$ cat src/rtl/ifu_pkg.sv
// Shared types and constants for the instruction fetch unit.
package ifu_pkg;

    localparam int unsigned INSTR_W     = 32;
    localparam int unsigned OPCODE_W    = 10;
    localparam int unsigned OFFSET_W    = 19;
    localparam int unsigned RETIRE_W    = 16;
    localparam int unsigned INSTR_BYTES = 4;

    localparam logic [INSTR_W-1:0] HALT_WORD = 32'hFFFF_FFFF;

    typedef enum logic [2:0] {
        IDLE = 3'd0,
        REQ  = 3'd1,
        WAIT = 3'd2,
        HOLD = 3'd3,
        HALT = 3'd4
    } ifu_state_e;

endpackage

$ cat src/rtl/ifu_pc_next.sv
// Combinational next-pc adder: sequential step or signed word-offset branch.
module ifu_pc_next
    import ifu_pkg::*;
#(
    parameter int unsigned PC_WIDTH = 16
) (
    input  logic [PC_WIDTH-1:0] pc,
    input  logic                branch_taken,
    input  logic [OFFSET_W-1:0] branch_offset,
    output logic [PC_WIDTH-1:0] pc_next_c
);

    localparam int unsigned EXT_W = (PC_WIDTH > OFFSET_W) ? PC_WIDTH : OFFSET_W;

    logic [EXT_W-1:0]    offset_ext;
    logic [PC_WIDTH-1:0] delta;

    // Sign-extend the word offset, scale to bytes; the add wraps silently.
    always_comb begin
        offset_ext = EXT_W'($signed(branch_offset));
        delta      = branch_taken ? PC_WIDTH'(offset_ext << 2) : PC_WIDTH'(INSTR_BYTES);
        pc_next_c  = pc + delta;
    end

endmodule

$ cat src/rtl/instruction_fetch_unit.sv
// Fetches one instruction at a time, holds it for the controller, advances pc on retire.
// Optional macro IFU_HALT_EN: fetching HALT_WORD parks the unit and raises halted.
module instruction_fetch_unit
    import ifu_pkg::*;
#(
    parameter int unsigned          PC_WIDTH = 16,
    parameter logic [PC_WIDTH-1:0]  RESET_PC = '0
) (
    input  logic                clk,
    input  logic                rst,
    output logic                imem_req,
    output logic [PC_WIDTH-1:0] imem_addr,
    input  logic                imem_ack,
    input  logic [INSTR_W-1:0]  imem_rdata,
    output logic [INSTR_W-1:0]  instruction,
    output logic [OPCODE_W-1:0] opcode,
    output logic                instr_valid,
    input  logic                ctrl_done,
    input  logic                branch_taken,
    input  logic [OFFSET_W-1:0] branch_offset,
    output logic [PC_WIDTH-1:0] pc,
    output logic [RETIRE_W-1:0] retired_count
`ifdef IFU_HALT_EN
    ,
    output logic                halted
`endif
);

    ifu_state_e          state_q, state_d;
    logic [PC_WIDTH-1:0] pc_q, pc_d;
    logic [INSTR_W-1:0]  instr_q, instr_d;
    logic [RETIRE_W-1:0] retired_q, retired_d;
    logic                imem_req_q, imem_req_d;
    logic                instr_valid_q, instr_valid_d;
    logic [PC_WIDTH-1:0] pc_next_c;
    ifu_state_e          accept_state_c;
`ifdef IFU_HALT_EN
    logic                halted_q, halted_d;
`endif

    ifu_pc_next #(
        .PC_WIDTH (PC_WIDTH)
    ) u_pc_next (
        .pc            (pc_q),
        .branch_taken  (branch_taken),
        .branch_offset (branch_offset),
        .pc_next_c     (pc_next_c)
    );

    // Where an accepted word sends the FSM.
    always_comb begin
`ifdef IFU_HALT_EN
        accept_state_c = (imem_rdata == HALT_WORD) ? HALT : HOLD;
`else
        accept_state_c = HOLD;
`endif
    end

    // Next-state and datapath updates.
    always_comb begin
        state_d   = state_q;
        pc_d      = pc_q;
        instr_d   = instr_q;
        retired_d = retired_q;
        case (state_q)
            IDLE: state_d = REQ;
            REQ: begin
                if (imem_ack) begin
                    instr_d = imem_rdata;
                    state_d = accept_state_c;
                end else begin
                    state_d = WAIT;
                end
            end
            WAIT: begin
                if (imem_ack) begin
                    instr_d = imem_rdata;
                    state_d = accept_state_c;
                end
            end
            HOLD: begin
                if (ctrl_done) begin
                    pc_d      = pc_next_c;
                    retired_d = retired_q + RETIRE_W'(1);
                    state_d   = REQ;
                end
            end
            HALT:    state_d = HALT;
            default: state_d = IDLE;
        endcase
    end

    // Flag outputs are registered from the upcoming state.
    always_comb begin
        imem_req_d    = (state_d == REQ);
        instr_valid_d = (state_d == HOLD);
`ifdef IFU_HALT_EN
        halted_d      = (state_d == HALT);
`endif
    end

    always_ff @(posedge clk or posedge rst) begin
        if (rst) begin
            state_q       <= IDLE;
            pc_q          <= RESET_PC;
            instr_q       <= '0;
            retired_q     <= '0;
            imem_req_q    <= 1'b0;
            instr_valid_q <= 1'b0;
`ifdef IFU_HALT_EN
            halted_q      <= 1'b0;
`endif
        end else begin
            state_q       <= state_d;
            pc_q          <= pc_d;
            instr_q       <= instr_d;
            retired_q     <= retired_d;
            imem_req_q    <= imem_req_d;
            instr_valid_q <= instr_valid_d;
`ifdef IFU_HALT_EN
            halted_q      <= halted_d;
`endif
        end
    end

    assign imem_req      = imem_req_q;
    assign imem_addr     = pc_q;
    assign pc            = pc_q;
    assign instruction   = instr_q;
    assign opcode        = instr_q[INSTR_W-1 -: OPCODE_W];
    assign instr_valid   = instr_valid_q;
    assign retired_count = retired_q;
`ifdef IFU_HALT_EN
    assign halted        = halted_q;
`endif

endmodule
$ cat config.mk
export PLATFORM = sky130hd
export DESIGN_NAME = instruction_fetch_unit
export DESIGN_NICKNAME = d
export VERILOG_FILES = /design/src/rtl/ifu_pkg.sv /design/src/rtl/ifu_pc_next.sv /design/src/rtl/instruction_fetch_unit.sv
export SDC_FILE = /design/constraint.sdc
export NUM_CORES = 1
export LEC_CHECK = 0
export ABC_AREA = 1
export BUFFER_PORTS_ARGS = -buffer_cell sky130_fd_sc_hd__clkbuf_2
export CORE_ASPECT_RATIO = 1.25
export CORE_MARGIN = 2
export CORE_UTILIZATION = 50
export CTS_CLUSTER_DIAMETER = 100
export CTS_CLUSTER_SIZE = 28
export DETAILED_ROUTE_END_ITERATION = 10
export HOLD_SLACK_MARGIN = 0.05
export PLACE_DENSITY_LB_ADDON = 0.12
export SYNTH_ARGS = -nofsm -noshare
export SYNTH_HDL_FRONTEND = slang
export SYNTH_SLANG_ARGS = --single-unit
$ cat constraint.sdc
create_clock -name clk -period 2.26 [get_ports clk]
set_clock_uncertainty 0.05 [all_clocks]
set_input_delay 0.113 -clock clk [delete_from_list [all_inputs] [get_ports clk]]
set_output_delay 0.113 -clock clk [all_outputs]
set_load 0.05 [all_outputs]
* Yosys cells after proc, flatten, opt, wreduce, memory -nomap -nowiden
Cells that the tools add are included.
Word-level totals: register bits 69, bits of input ports 56, output and inout port bits 92, logic and storage cells 23
Cells by class: add/subtract/negate cells 2, equality and inequality tests 6, muxes and demuxes 5, reductions and logical operators 4
Operators by type and width (number):
- $add A16 B1 Y16 const B | 1
- $add A16 B16 Y16 | 1
- $mux W16 | 1
- $pmux W3 S5 | 1
- $eq A3 B2 Y1 const B | 3
- $eq A3 B1 Y1 const B | 2
- $mux W3 | 2
- $reduce_and A2 Y1 | 2
- $eq A3 B3 Y1 const B | 1
- $logic_not A3 Y1 | 1
- $reduce_or A2 Y1 | 1
- $mux W1 | 1

* Longest topological paths before layout
depth in word-level cells 3, gate-level depth with buffers 13, gate-level depth less buffers 13

* Modules after synthesis
From an unflattened synthesis, not the netlist that was laid out.
Second synthesis, totals: cells, all modules 532, area, all modules 4010.1 sq um
By module, submodules not included:
- instruction_fetch_unit | instances 1, cells each 358, area an instance 3076.7 sq um, seq. area each 1726.7 sq um
- ifu_pc_next | instances 1, cells each 174, area an instance 933.4 sq um, seq. area each 0.0 sq um

* Worst setup path before layout
No wires, ideal clock.
kind reg2reg, start register pc_q[2], in the netlist imem_addr[2], end register pc_q[8], in the netlist imem_addr[8], setup time 0.066 ns, arrival time 1.963 ns, required time 2.144 ns, setup slack 0.181 ns, stages on the path, launching flop included 10, path buffers 0, clock period less this slack 2.079 ns, cell sequence dfrtp_1 ha_1 inv_1 fa_1 nor2_1 nor2_1 o21ai_0 xor2_1 nand2_1 nand2_1
Between the ends: cells in the longest elaborated chain, start to end 1
RTL lines:
- start, declared | line instruction_fetch_unit.sv:30 | logic [PC_WIDTH-1:0] pc_q, pc_d;
- start signal, assigned | line instruction_fetch_unit.sv:115 | pc_q <= pc_d;
- $add A16 B16 Y16 | line ifu_pc_next.sv:22 | pc_next_c = pc + delta;
No other way between the ends. A chain may end at the register's enable or synchronous reset.

* Final worst setup path
Ends and elaborated chain as after synthesis.

==> impl_metrics.json <==
{
  "criticalPathCategory": "reg2reg",
  "io_buffers": 138,
  "firstDrtPassIters": 4,
  "die_h_um": 104,
  "crit_fanout": 4,
  "fmax_mhz": 537,
  "ir_drop_uv": 1170,
  "finalHoldViolCount": 0,
  "layout_commonest_cell": "clkbuf_2",
  "num_vias": 3322,
  "p_sw_mw": 4.64,
  "grt_pass1_vias": 3391,
  "syn_to_final_growth_pct": 30.0,
  "maxSlewViolCount": 0,
  "synth_top_area_cell": "dfrtp_1",
  "core_area_um2": 7750,
  "post-route-period-util_pct": 82.4,
  "num-fill-cells": 643,
  "worstSkewPairLatency_ns": 0.35,
  "syn_area_per_cell_um2": 8.88,
  "cp.required_ns": 2.50,
  "p_int_mw": 3.79,
  "ys.flop_type": "dfrtp_1",
  "place_area_um2": 4580,
  "cts.sinks": 67,
  "final_cell_mix": "clkbuf_2, nand2_1, dfrtp_1",
  "endpoint_kind": "flip-flop",
  "min_from": "ctrl_done",
  "p_leak_nw": 2.98,
  "drt_first_iter_violations": 95,
  "routed_via_density": 4.74,
  "grt_max_degree": 34,
  "htree_levels": 3,
  "yosysWarnings": 0,
  "tritoncts": "yes",
  "fin_area_um2": 5150,
  "setup_viol": 0,
  "fp.dieW_um": 83.6,
  "power_frac_comb_pct": 60.9,
  "postRouteAntennaNets": 0,
  "r2r_start": "imem_addr[2]",
  "cts_buffers": 9,
  "start_util_pct": 51.1,
  "drv_cap": 0,
  "p_per_area_nw_per_um2": 1640,
  "synth_area_leaders": "dfrtp_1, nand2_1, mux2_4",
  "wirelength_um": 8910,
  "avgRoutedWirePerCell_um": 12.7,
  "critPathArrivalTime_ns": 2.10,
  "gp_congestion": 0.830,
  "synth_edf_count": 0,
  "ys_ff_latch": 67,
  "mappedNetlistArea_um2": 3960,
  "drive_gt1_share_pct": 33.3,
  "clkTransAtPathRegs_ns": 0.08,
  "async_reset_ff_share_pct": 100,
  "clkPwrFrac_pct": 13.9,
  "grt_pass1_wl_um": 15000,
  "synth_seq_area_share_pct": 42.3,
  "clk_path_buf_depth": 2,
  "ys_types": 32,
  "rsz0062_at_grt": "no",
  "antenna_found_initial": 0,
  "min_period_ns": 1.86,
  "slew_headroom_pct": 53.6,
  "dp_hpwl_um": 6320,
  "drc": 0,
  "start_kind": "flip-flop",
  "synth_top_cell_area_share_pct": 42.3,
  "status": "finished, final reports clean",
  "pre_cts_ws_ns": 0.331,
  "std_cell_rows": 36,
  "grt.total_usage_pct": 21.3,
  "layout_setup_ws_ns": 0.398,
  "ioPinCount": 148,
  "worstHoldPathType": "in2reg",
  "nNetsFinal": 672,
  "critPathLaunch": "imem_addr[2]",
  "synthCells": 446,
  "p_sw_share_pct": 55.0,
  "clockRootBuffer": "clkbuf_8",
  "antenna_cells": 0,
  "grt_overflow_total": 0,
  "power.share.sequential_pct": 25.2,
  "fin_setup_tns_ns": 0,
  "die_area_um2": 8650,
  "worst_slew_pin_slew_ns": 0.694
}
## path summary, 6_finish.rpt
kind	end	slack, ns	depth (start not counted)
max	imem_addr[8]	0.40	9
min reg2reg	retired_count[12]	0.45	1
min in group asynchronous	instruction[30]	0.36	3
max reg2reg	imem_addr[8]	0.40	9
max in group asynchronous	retired_count[4]	1.08	4
min	instr_valid	0.09	4
## kinds of logic (layout without fill, tap and decap cells)
family	count (synthesis)	after routing	share of synthesized area, %
simple gates	193	193	21.4
buf+inv	100	257	12.7
flops	67	67	42.3
mux	32	32	11.9
compound gates	20	20	2.56
xor+xnor	18	18	3.98
fa+ha+maj	15	15	4.93
other cells	1	4	0.0947
## layer usage
metal	track usage (%)	routed length, µm
met1	24.8	3710
met2	38.2	4600
met3	3.35	389
met4	9.45	216
met5	0	0
## cells in the mapped netlist (2+ instances only)
| cell | n |
|---|---|
| nand2_1 | 124 |
| dfrtp_1 | 67 |
| inv_1 | 64 |
| mux2_4 | 30 |
| buf_4 | 28 |
| nor2_1 | 22 |
| nand3_1 | 19 |
| ha_1 | 14 |
| xor2_1 | 13 |
| o21ai_0 | 8 |
| a21oi_1 | 7 |
| nor3_1 | 7 |
| nand4_1 | 6 |
| xnor2_1 | 5 |
| o21ai_1 | 4 |
| buf_6 | 3 |
| clkbuf_1 | 3 |
| nand2_2 | 3 |
| nor2_4 | 3 |
| mux2_1 | 2 |
| nand3b_1 | 2 |
| nor2_2 | 2 |
## sequential cells by signal (all words and copies together) (netlist names)
register	flops
state_q	3
instruction	32
instr_valid	1
imem_addr	14
retired_count	16
imem_req	1
## cell type report
cell class | count | area, µm² | area share, %
clock buffers | 10 | 138 | 2.67
clock inverters | 6 | 93.8 | 1.82
inverters | 65 | 244 | 4.74
multi-input cells | 282 | 1790 | 34.8
flip-flops and latches | 67 | 1680 | 32.6
well taps | 95 | 119 | 2.31
repair buffers | 176 | 1090 | 21.1
## per-stage QoR
step	instances	power, mW	util [%]	hold slack [ns]
finish	701	8.43	66.5	0.0949
global route	701	8.88	66.5	0.105
CTS	701	8.48	66.5	0.0842
detailed placement	651	7.23	59.1	0.207
global placement	651	7.17	59.1	0.200
floorplan	449	6.43	-	0.195
## critical path: stages (launching register included)
cell and delay (ns):
dfrtp_1 0.39, ha_1 0.21, inv_1 0.07, fa_1 0.42, nor2_1 0.12, nor2_1 0.08, o21ai_0 0.19, xor2_1 0.16
nand2_1 0.06, nand2_1 0.06
## timing repair
action / 4_1_cts / 5_1_grt
gates resized for setup: 0 / 0
setup buffers: 0 / 0
endpoints found under the hold margin: 64 / 0
endpoints found under the setup margin: 0 / 0
hold buffers: 34 / 0
## power by group through the flow
| stage | clock network (mW) | logic, mW | registers (mW) |
|---|---|---|---|
| 2_1_floorplan | 0 | 2.62 | 3.81 |
| 3_3_place_gp | 0 | 5.05 | 2.13 |
| 3_5_place_dp | 0 | 5.10 | 2.13 |
| 4_1_cts | 1.21 | 5.15 | 2.13 |
| 5_1_grt | 1.25 | 5.42 | 2.21 |
| 6_report | 1.17 | 5.13 | 2.13 |
No activity file was read; power rests on OpenSTA's default activity.
